<file path="config.mk">
export PLATFORM = sky130hd
export DESIGN_NAME = prog_mem_loader
export DESIGN_NICKNAME = d
export VERILOG_FILES = /design/src/rtl/prog_mem_loader.sv
export SDC_FILE = /design/constraint.sdc
export NUM_CORES = 1
export LEC_CHECK = 0
export CORE_MARGIN = 4
export CORE_UTILIZATION = 45
export DETAILED_ROUTE_END_ITERATION = 10
export GPL_ROUTABILITY_DRIVEN = 0
export HOLD_SLACK_MARGIN = 0.15
export PLACE_DENSITY = 0.85
export SLEW_MARGIN = 20
export SYNTH_ARGS = -nofsm -noshare
export SYNTH_HDL_FRONTEND = slang
export SYNTH_SLANG_ARGS = --single-unit
</file>
<file path="constraint.sdc">
create_clock -name CLK -period 3.5 [get_ports CLK]
set_clock_uncertainty 0.2 [all_clocks]
set_input_delay 0.7 -clock CLK [delete_from_list [all_inputs] [get_ports CLK]]
set_output_delay 0.7 -clock CLK [all_outputs]
set_load 0.005 [all_outputs]
</file>
<file path="src/rtl/prog_mem_loader.sv">
// prog_mem_loader: initiator on the program-memory port, driven from a byte stream.
// Load mode packs incoming bytes big-endian into words written from address 0 upward.
// Dump mode reads words from address 0 upward and sends each one out MSB byte first.
module prog_mem_loader #(
   parameter int          DEPTH     = 32,
   parameter logic [31:0] HALT_WORD = 32'hFFFF_FFFF
) (
   input  logic        CLK,
   input  logic        RESET,
   input  logic        I_START,
   input  logic        I_DUMP,
   input  logic [7:0]  I_RX_BYTE,
   input  logic        I_RX_VALID,
   output logic        O_RX_READY,
   output logic [7:0]  O_TX_BYTE,
   output logic        O_TX_VALID,
   input  logic        I_TX_READY,
   output logic        O_MEMREAD,
   output logic        O_MEMWRITE,
   output logic [31:0] O_ADDR,
   output logic [31:0] O_WRITE_DATA,
   input  logic [31:0] I_READ_DATA,
   output logic        O_BUSY,
   output logic        O_DONE,
   output logic [5:0]  O_WORD_COUNT
);

   localparam int            AW        = (DEPTH > 1) ? $clog2(DEPTH) : 1;
   localparam logic [AW-1:0] LAST_ADDR = AW'(DEPTH - 1);

   typedef enum logic [2:0] {IDLE, RX, WR, RD, RDW, TX, FIN} state_t;

   state_t        state_q;
   logic [AW-1:0] addr_q;
   logic [AW:0]   count_q;
   logic [1:0]    idx_q;
   logic [31:0]   shift_q;
   logic [31:0]   wdata_q;
   logic [7:0]    tx_byte_q;
   logic          rx_ready_q;
   logic          tx_valid_q;
   logic          memread_q;
   logic          memwrite_q;
   logic          done_q;
   logic [31:0]   shift_d;

   // Incoming byte lands in the low lane so the first byte ends up in [31:24].
   assign shift_d = {shift_q[23:0], I_RX_BYTE};

   // Sequencer: all strobes and handshakes are registered and set on entry to their state.
   always_ff @(posedge CLK or posedge RESET) begin
      if (RESET) begin
         state_q    <= IDLE;
         addr_q     <= '0;
         count_q    <= '0;
         idx_q      <= '0;
         shift_q    <= '0;
         wdata_q    <= '0;
         tx_byte_q  <= '0;
         rx_ready_q <= 1'b0;
         tx_valid_q <= 1'b0;
         memread_q  <= 1'b0;
         memwrite_q <= 1'b0;
         done_q     <= 1'b0;
      end else begin
         case (state_q)
            IDLE: begin
               // Load takes priority over dump when both are requested together.
               if (I_START) begin
                  state_q    <= RX;
                  rx_ready_q <= 1'b1;
                  addr_q     <= '0;
                  count_q    <= '0;
                  idx_q      <= '0;
               end else if (I_DUMP) begin
                  state_q   <= RD;
                  memread_q <= 1'b1;
                  addr_q    <= '0;
                  count_q   <= '0;
               end
            end
            RX: begin
               // rx_ready_q is high for the whole RX state, so valid alone means a transfer.
               if (I_RX_VALID) begin
                  shift_q <= shift_d;
                  idx_q   <= idx_q + 1'b1;
                  if (idx_q == 2'd3) begin
                     wdata_q    <= shift_d;
                     rx_ready_q <= 1'b0;
                     memwrite_q <= 1'b1;
                     state_q    <= WR;
                  end
               end
            end
            WR: begin
               memwrite_q <= 1'b0;
               count_q    <= count_q + 1'b1;
               if (wdata_q == HALT_WORD || addr_q == LAST_ADDR) begin
                  done_q  <= 1'b1;
                  state_q <= FIN;
               end else begin
                  addr_q     <= addr_q + 1'b1;
                  idx_q      <= '0;
                  rx_ready_q <= 1'b1;
                  state_q    <= RX;
               end
            end
            RD: begin
               memread_q <= 1'b0;
               state_q   <= RDW;
            end
            RDW: begin
               // Memory registered the word on the strobe edge; it is valid now.
               shift_q    <= I_READ_DATA;
               tx_byte_q  <= I_READ_DATA[31:24];
               tx_valid_q <= 1'b1;
               idx_q      <= '0;
               state_q    <= TX;
            end
            TX: begin
               if (tx_valid_q) begin
                  if (I_TX_READY) begin
                     tx_valid_q <= 1'b0;
                     shift_q    <= {shift_q[23:0], 8'h00};
                     idx_q      <= idx_q + 1'b1;
                     if (idx_q == 2'd3) begin
                        count_q <= count_q + 1'b1;
                        if (addr_q == LAST_ADDR) begin
                           done_q  <= 1'b1;
                           state_q <= FIN;
                        end else begin
                           addr_q    <= addr_q + 1'b1;
                           memread_q <= 1'b1;
                           state_q   <= RD;
                        end
                     end
                  end
               end else begin
                  // Gap cycle after an acceptance: present the next byte.
                  tx_valid_q <= 1'b1;
                  tx_byte_q  <= shift_q[31:24];
               end
            end
            FIN: begin
               done_q  <= 1'b0;
               state_q <= IDLE;
            end
            default: state_q <= IDLE;
         endcase
      end
   end

   assign O_RX_READY   = rx_ready_q;
   assign O_TX_BYTE    = tx_byte_q;
   assign O_TX_VALID   = tx_valid_q;
   assign O_MEMREAD    = memread_q;
   assign O_MEMWRITE   = memwrite_q;
   assign O_ADDR       = 32'(addr_q);
   assign O_WRITE_DATA = wdata_q;
   assign O_BUSY       = (state_q != IDLE);
   assign O_DONE       = done_q;
   assign O_WORD_COUNT = 6'(count_q);

endmodule

</file>
# [After elaboration in Yosys (flattened, before gate mapping)]
# Cells that the tools add are included.
[word_totals] output_inout_bits=84 reg_bits=93 wordCells=120 input_bits=46
[op_classes] n_reduce_logical=22 add_sub_neg=3 mux=60 eq_ne=23
[op_table] operator="$mux W32" count=3
[op_table] operator="$pmux W32 S3" count=1
[op_table] operator="$mux W5" count=7
[op_table] operator="$eq A32 B32 Y1 const B" count=1
[op_table] operator="$mux W6" count=5
[op_table] operator="$mux W3" count=9
[op_table] operator="$ne A2 B2 Y1 const B" count=13
[op_table] operator="$mux W1" count=19
[op_table] operator="$pmux W3 S6" count=1
[op_table] operator="$pmux W6 S3" count=1
[op_table] operator="$reduce_and A6 Y1" count=3
[op_table] operator="$reduce_bool A3 Y1" count=6
[op_table] operator="$pmux W8 S2" count=1
[op_table] operator="$pmux W5 S3" count=1
[op_table] operator="$reduce_and A7 Y1" count=2
[op_table] operator="$mux W2" count=5
[op_table] operator="$pmux W2 S5" count=1
[op_table] operator="$reduce_and A5 Y1" count=2
[op_table] operator="$eq A3 B3 Y1 const B" count=3
[op_table] operator="$pmux W1 S3" count=3
[op_table] operator="$mux W8" count=1
[op_table] operator="$add A6 B1 Y6 const B" count=1
[op_table] operator="$eq A3 B2 Y1 const B" count=2
[op_table] operator="$reduce_and A3 Y1" count=2
[op_table] operator="other kinds (13)" count=15

# [Logic depth before layout (Yosys ltp)]
# Gate-level depths: netlist of run 1.
[logic_depth] depth_word=6 ltp_mapped=8

# [Least setup slack after synthesis of run 1]
# Ideal clock, no wire load.
[synth_path] path_kind="register to output" from="register state_q[0]" to="output O_BUSY" arrival_ps=1200 path_stages_with_launch=5 slack_ps=1400 cell_sequence="dfrtp_1 buf_6 buf_2 buf_1 or3_1"
[synth_between] elab_chain_cells=1
[synth_rtl] element="from (decl)" line="33" text="state_t state_q;"
[synth_rtl] element="from (signal assigned)" line="53" text="state_q <= IDLE;"
[synth_rtl] element="from (signal assigned)" line="70" text="state_q <= RX;"
[synth_rtl] element="from (signal assigned)" line="76" text="state_q <= RD;"
[synth_rtl] element="$reduce_bool A3 Y1" line="160" text="assign O_BUSY = (state_q != IDLE);"
[synth_rtl] element="to (decl)" line="23" text="output logic O_BUSY,"
# Every way passes these cells.

# [Worst setup path in the final report of run 1]
[layout_path] from="register state_q[2]" to="output O_BUSY"
# Same word-level chain as after synthesis.

==> qor.csv, run 1 <==
stage;metric;value;unit
yosys;Post-synth EDFFs;0;
worst_setup_path;crit path DAT;1.93;ns
floorplan;Initial Utilization;46.1;%
global_routing;All-Layer GR Usage;18.0;%
timing;Max Freq;353;MHz
timing;pins over their slew limit;0;
timing;fin crit share;81.0;%
finish;Filler cells;896;
finish;non-filler cells, final;664;
global_routing;initial antenna violation count;0;
worst_setup_path;CP delay by family, top;flip-flops;
routing;DR pass1 iterations;4;
power;Lkg Pwr;2.39;nW
finish;antenna diode count;0;
yosys;largest cells by area after synthesis;dfrtp_1 (49%), mux2_2 (7.6%), a21oi_2 (5.4%), mux2i_1 (5.3%), buf_4 (4.6%);
cts;later-pin clock latency in the skew report;0.36;ns
cts;clock root buffer;clkbuf_8;
cts;PostCTS Resize Cnt;0;
worst_setup_path;WP buf/inv;1;
outcome;status;complete, no violations;
yosys;Ys Warns;0;
yosys;asr flop ratio synth;100;%
timing;Worst-Margin Slew;0.822;ns
yosys;Post-Synthesis Cells;431;
cts;CTS sink cnt;93;
placed_design;dpl cells;648;
routing;antenna viol nets, final;0;
yosys;Synth top area share;49.1;%
routing;Initial DRC Count;176;
routing;wire per inst;16.6;µm
placed_design;number of port buffers;102;
timing;unrepaired setup endpoints after global routing;no;
routing;final WL;11000;µm
timing;final hold violations;0;
yosys;number of synthesized register bits;93;
cts;# hold bufs at CTS;0;
global_routing;gr ovfl total;0;
finish;share of layout cells above drive strength 1;17.8;%
routing;Vias/cell;5.28;
power;Power Density;801;mW/mm²
cts;post-CTS setup buffers;0;
yosys;Synth Cell Area;0.00474;mm²
timing;Final setup viols;0;
worst_setup_path;Worst EP required;2.60;ns
routing;via count;3506;
cts;Num CTS Buffers;9;
finish;Core Util, Final;57.5;%
yosys;Distinct cells, synth;51;
power;Max IR drop VDD;0.390;mV
timing;Fin Setup TNS;0;ns
flow_run;max-cap violation count;0;
global_routing;largest net degree at the start of global routing;65;
yosys;top_reg_cell synth;dfrtp_1;
floorplan;Core Region;0.0103;mm²
global_routing;vias in the first global route;3627;
floorplan;die area;0.0122;mm²
worst_setup_path;CP startpoint kind;register;
yosys;Syn Area/Cell;11.0;µm²
floorplan;Die Ht;111;µm
timing;min cycle time layout;2.83;ns
routing;Residual DRC;0;
finish;Layout Nets;573;
finish;Area Overhead vs Synth;24.7;%
floorplan;Die Span X;111;µm
timing;Slew HR;45.2;%
worst_setup_path;maximum fanout along the worst path;20;
worst_setup_path;slowest stage delay, CP;0.63;ns
worst_setup_path;CP Capture Type;primary output;
cts;Clock Tree Buf Depth;2;
cts;CTS tree;done;
hold_path;Min-Delay Path Class;register to register;
worst_setup_path;critical-path cell list;or3_1 -> clkdlybuf4s50_1;
floorplan;I/O pin cnt;130;
worst_setup_path;CP max-delay cell;dfrtp_1;
yosys;post-synthesis sequential area ratio;49.1;%
cts;Clock transition at path regs;0.09;ns
yosys;post-synth top area cell;dfrtp_1;
floorplan;FP Rows;37;
global_routing;first-pass GRT wire length;18200;µm
worst_setup_path;Crit Path Category;register to primary output;
placed_design;DP HPWL;8040;µm
cts;H-Tree Depth;3;
[cells by family (layout without fill, tap and decap cells)]
| family | count (synthesis) | after routing | share of synthesized area [%] |
|---|---|---|---|
| buf+inv | 58 | 129 | 8.24 |
| mux | 57 | 57 | 12.9 |
| fa+ha+maj | 4 | 4 | 1.06 |
| simple gates | 112 | 112 | 12.7 |
| other cells | 1 | 27 | 0.0792 |
| compound gates | 106 | 106 | 15.9 |
| flops | 93 | 93 | 49.1 |
[power breakdown]
part | switching (W) | internal (W)
clock network | 0.000397 | 0.000285
registers | 0.000403 | 0.00152
logic | 0.00103 | 0.00110
total | 0.00183 | 0.00290
[final cells by class]
class,count,area (µm²),area share [%]
multi-input combinational,306,2120,35.8
timing repair buffer,108,1090,18.5
tap,136,170,2.88
clock inverter,6,43.8,0.741
clock buffer,10,138,2.33
inverter,5,20.0,0.339
sequential,93,2330,39.4
[registers in the layout (all words and copies together) (netlist names), 2 cells and up]
register	count
O_TX_BYTE	8
O_WORD_COUNT	6
O_WRITE_DATA	32
addr_q	5
idx_q	2
shift_q	32
state_q	3
[path summary, 6_finish.rpt]
path	startpoint	to	slack, ns	cells after the start
max in group asynchronous	RESET	shift_q[15]$_DFFE_PP0P_	1.78	3
hold reg to reg	O_WORD_COUNT[5]$_DFFE_PP0P_	O_WORD_COUNT[5]$_DFFE_PP0P_	0.30	1
min in group asynchronous	RESET	addr_q[1]$_DFFE_PP0P_	0.58	2
setup reg to reg	state_q[2]$_DFFE_PP0P_	addr_q[0]$_DFFE_PP0P_	1.10	5
setup / recovery	state_q[2]$_DFFE_PP0P_	O_BUSY	0.67	2
hold / removal	O_WORD_COUNT[5]$_DFFE_PP0P_	O_WORD_COUNT[5]$_DFFE_PP0P_	0.30	1
[cell usage after synthesis, types with 9 or more instances]
| library cell | count |
|---|---|
| mux2i_1 | 25 |
| o22ai_1 | 9 |
| o21ai_0 | 12 |
| mux2_2 | 32 |
| a21oi_1 | 32 |
| nand2_1 | 11 |
| nor2_1 | 47 |
| buf_2 | 9 |
| buf_4 | 29 |
| dfrtp_1 | 93 |
| nand4_1 | 10 |
| a21oi_2 | 29 |
[through the flow]
step           setup WS [ns]  hold WS [ns]  instance area (µm²)  power (W)
3_5_place_dp           0.870         0.288                 5730    0.00409
4_1_cts                0.651         0.300                 5910    0.00478
5_1_grt                0.598         0.325                 5910    0.00508
2_1_floorplan          0.180         0.277                 4830    0.00330
3_3_place_gp           0.924         0.283                 5730    0.00399
6_report               0.667         0.305                 5910    0.00473
[cell usage in the layout, fill, tap and decap left out, drive strengths merged, types with 2 or more instances in the layout]
| cell | instances |
|---|---|
| dfrtp | 93 |
| nor2 | 48 |
| nor2b | 4 |
| clkinv | 4 |
| nand3 | 8 |
| o2bb2ai | 2 |
| a22o | 3 |
| buf | 6 |
| a21oi | 61 |
| inv | 7 |
| nor4 | 3 |
| a22oi | 2 |
| mux2i | 25 |
| nand4 | 11 |
| and4 | 3 |
| nand2 | 12 |
| o31ai | 4 |
| nand2b | 4 |
| o22ai | 10 |
| mux2 | 32 |
| ha | 4 |
| and3 | 2 |
| o21ai | 12 |
| conb | 27 |
| clkbuf | 10 |
| a31oi | 2 |
| nand3b | 2 |
| clkdlybuf4s50 | 102 |
| nor3 | 2 |
| a21o | 2 |
| nor3b | 10 |
[metal layers]
layer	global-route usage (%)	up-vias	wire, µm
li1	-	1681	-
met1	23.7	1687	4820
met2	30.2	123	5470
met3	2.63	15	574
met4	6.65	0	179
met5	0	-	0
Note: power is estimated with default switching activity, not from simulation.
==> inputs of run 2 (changes only) <==
==> constraint.sdc (replaced) <==
create_clock -name CLK -period 2.9 [get_ports CLK]
set_clock_uncertainty 0.2 [all_clocks]
set_input_delay 0.58 -clock CLK [delete_from_list [all_inputs] [get_ports CLK]]
set_output_delay 0.58 -clock CLK [all_outputs]
set_load 0.005 [all_outputs]
==> run 2 against run 1 <==
  * Routed wire length is 1.2% higher
  * Global-route usage grew 0.079 points
  * Critical endpoint unchanged
  * Critical path depth did not move
  * Register-to-register slack lost 0.52 ns
  * Critical path type unchanged
  * Core utilization is 0.56 points higher
  * Non-clock buffer count is 3 higher
  * Sequential power increased by 21%
==> qor.csv, run 2 (same netlist as run 1, synthesis figures left out) <==
stage;metric;value;unit
outcome;status;complete, no violations;
timing;Max Freq;376;MHz
finish;Filler cells;854;
routing;DR pass1 iterations;4;
power;Power Density;971;mW/mm²
timing;Fin Setup TNS;0;ns
floorplan;Die Span X;111;µm
global_routing;first-pass GRT wire length;18100;µm
timing;Slew HR;57.0;%
timing;final hold violations;0;
hold_path;Hold Path Stages;1;
routing;final WL;11200;µm
routing;Initial DRC Count;191;
worst_setup_path;slowest stage delay, CP;0.62;ns
timing;Final setup viols;0;
placed_design;DP HPWL;8290;µm
cts;Clock transition at path regs;0.09;ns
power;Lkg Pwr;2.40;nW
worst_setup_path;Crit Path Category;register to primary output;
placed_design;Post-Place Worst Slack;0.413;ns
global_routing;Most Crowded Layer GR;met2;
routing;Vias/cell;5.35;
routing;wire per inst;16.8;µm
cts;later-pin clock latency in the skew report;0.35;ns
cts;H-Tree Depth;3;
cts;# hold bufs at CTS;0;
global_routing;vias in the first global route;3654;
global_routing;All-Layer GR Usage;18.1;%
hold_path;hold_sp;O_WORD_COUNT[5]$_DFFE_PP0P_;
worst_setup_path;CP startpoint kind;register;
power;Max IR drop VDD;0.542;mV
placed_design;dpl cells;651;
finish;Area Overhead vs Synth;25.9;%
timing;unrepaired setup endpoints after global routing;no;
floorplan;Initial Utilization;46.1;%
hold_path;Min-Delay Path Class;register to register;
floorplan;Core Region;0.0103;mm²
finish;non-filler cells, final;666;
worst_setup_path;CP max-delay cell;dfrtp_1;
finish;Layout Nets;576;
worst_setup_path;worst flop-to-flop path endpoint;addr_q[1]$_DFFE_PP0P_;
routing;Residual DRC;0;
routing;antenna viol nets, final;0;
global_routing;largest net degree at the start of global routing;65;
hold_path;Hold Path Sink;O_WORD_COUNT[5]$_DFFE_PP0P_;
worst_setup_path;crit path DAT;1.88;ns
global_routing;met1 usage;23.2;%
finish;Core Util, Final;58.0;%
worst_setup_path;CP Capture Type;primary output;
worst_setup_path;maximum fanout along the worst path;20;
timing;fin crit share;91.8;%
routing;via count;3560;
cts;post-CTS setup buffers;0;
floorplan;FP Rows;37;
worst_setup_path;R2R Setup Slk;0.58;ns
finish;share of layout cells above drive strength 1;17.9;%
cts;CTS tree;done;
floorplan;Die Ht;111;µm
worst_setup_path;critical-path cell list;or3_1 -> clkdlybuf4s50_1;
worst_setup_path;r2r worst-path depth;4;
cts;clock root buffer;clkbuf_8;
timing;Worst-Margin Slew;0.643;ns
cts;Clock Tree Buf Depth;2;
worst_setup_path;reg-to-reg startpoint;state_q[1]$_DFFE_PP0P_;
timing;Min Hold Slack;0.317;ns
global_routing;gr ovfl total;0;
worst_setup_path;Worst EP required;2.12;ns
timing;pins over their slew limit;0;
placed_design;number of port buffers;102;
cts;CTS sink cnt;93;
global_routing;initial antenna violation count;0;
floorplan;die area;0.0122;mm²
timing;min cycle time layout;2.66;ns
global_routing;M3 GR Usage;3.73;%
floorplan;I/O pin cnt;130;
cts;Num CTS Buffers;9;
finish;most frequent cells in the layout;clkdlybuf4s50_1 (102), dfrtp_1 (93), nor2_1 (47);
timing;final worst setup slack;0.238;ns
finish;commonest non-fill, non-tap cell in the layout;clkdlybuf4s50_1;
finish;antenna diode count;0;
global_routing;met2 Resource Use GR;30.8;%
flow_run;max-cap violation count;0;
cts;PostCTS Resize Cnt;0;
[run 2: changes by cell type in the layout (fill, tap and decap cells not counted), sizes merged]
cell,before,now
clkinv,4,3
buf,6,9
inv,7,5
clkinvlp,0,1
bufinv,0,1
[run 2: stage by stage]
step	power [W]	area, µm²
floorplan	0.00398	4840
global route	0.00620	5960
detailed placement	0.00496	5780
global placement	0.00483	5780
finish	0.00579	5960
CTS	0.00583	5960
[run 2: final cells by class]
cell class | instances | area [µm²] | share of cell area [%]
clock buffers | 10 | 128 | 2.14
inverters | 5 | 22.5 | 0.378
multi-input cells | 306 | 2120 | 35.5
repair buffers | 111 | 1140 | 19.1
flip-flops and latches | 93 | 2330 | 39.0
well taps | 136 | 170 | 2.85
clock inverters | 5 | 61.3 | 1.03
[run 2: power by group]
group	switching (W)	internal [W]
Combinational	0.00125	0.00135
Sequential	0.000501	0.00183
Clock	0.000457	0.000400
Total	0.00221	0.00358
[run 2: how the worst max path moves through the flow]
| stage | start | to | slack (ns) | cells after the start |
|---|---|---|---|---|
| 6_report | state_q[1]$_DFFE_PP0P_ | O_BUSY | 0.24 | 2 |
| 5_1_grt | state_q[1]$_DFFE_PP0P_ | O_BUSY | 0.11 | 2 |
| 4_1_cts | state_q[1]$_DFFE_PP0P_ | O_BUSY | 0.22 | 2 |
| 3_5_place_dp | I_TX_READY | shift_q[26]$_DFFE_PP0P_ | 0.41 | 6 |
| 3_3_place_gp | I_TX_READY | addr_q[0]$_DFFE_PP0P_ | 0.48 | 5 |
| 2_1_floorplan | addr_q[0]$_DFFE_PP0P_ | addr_q[3]$_DFFE_PP0P_ | 0.92 | 7 |
[run 2: critical path: cells and delay by family (launching register included)]
kind | cells | cell delay [ns]
buffers and inverters | 1 | 0.45
and+or+nand+nor | 1 | 0.46
DFF | 1 | 0.62
[run 2: routing by layer]
layer	vias to the layer above	share of wire, %
li1	1683	-
met1	1741	44
met2	123	50
met3	13	5.0
met4	0	1.1
met5	-	0
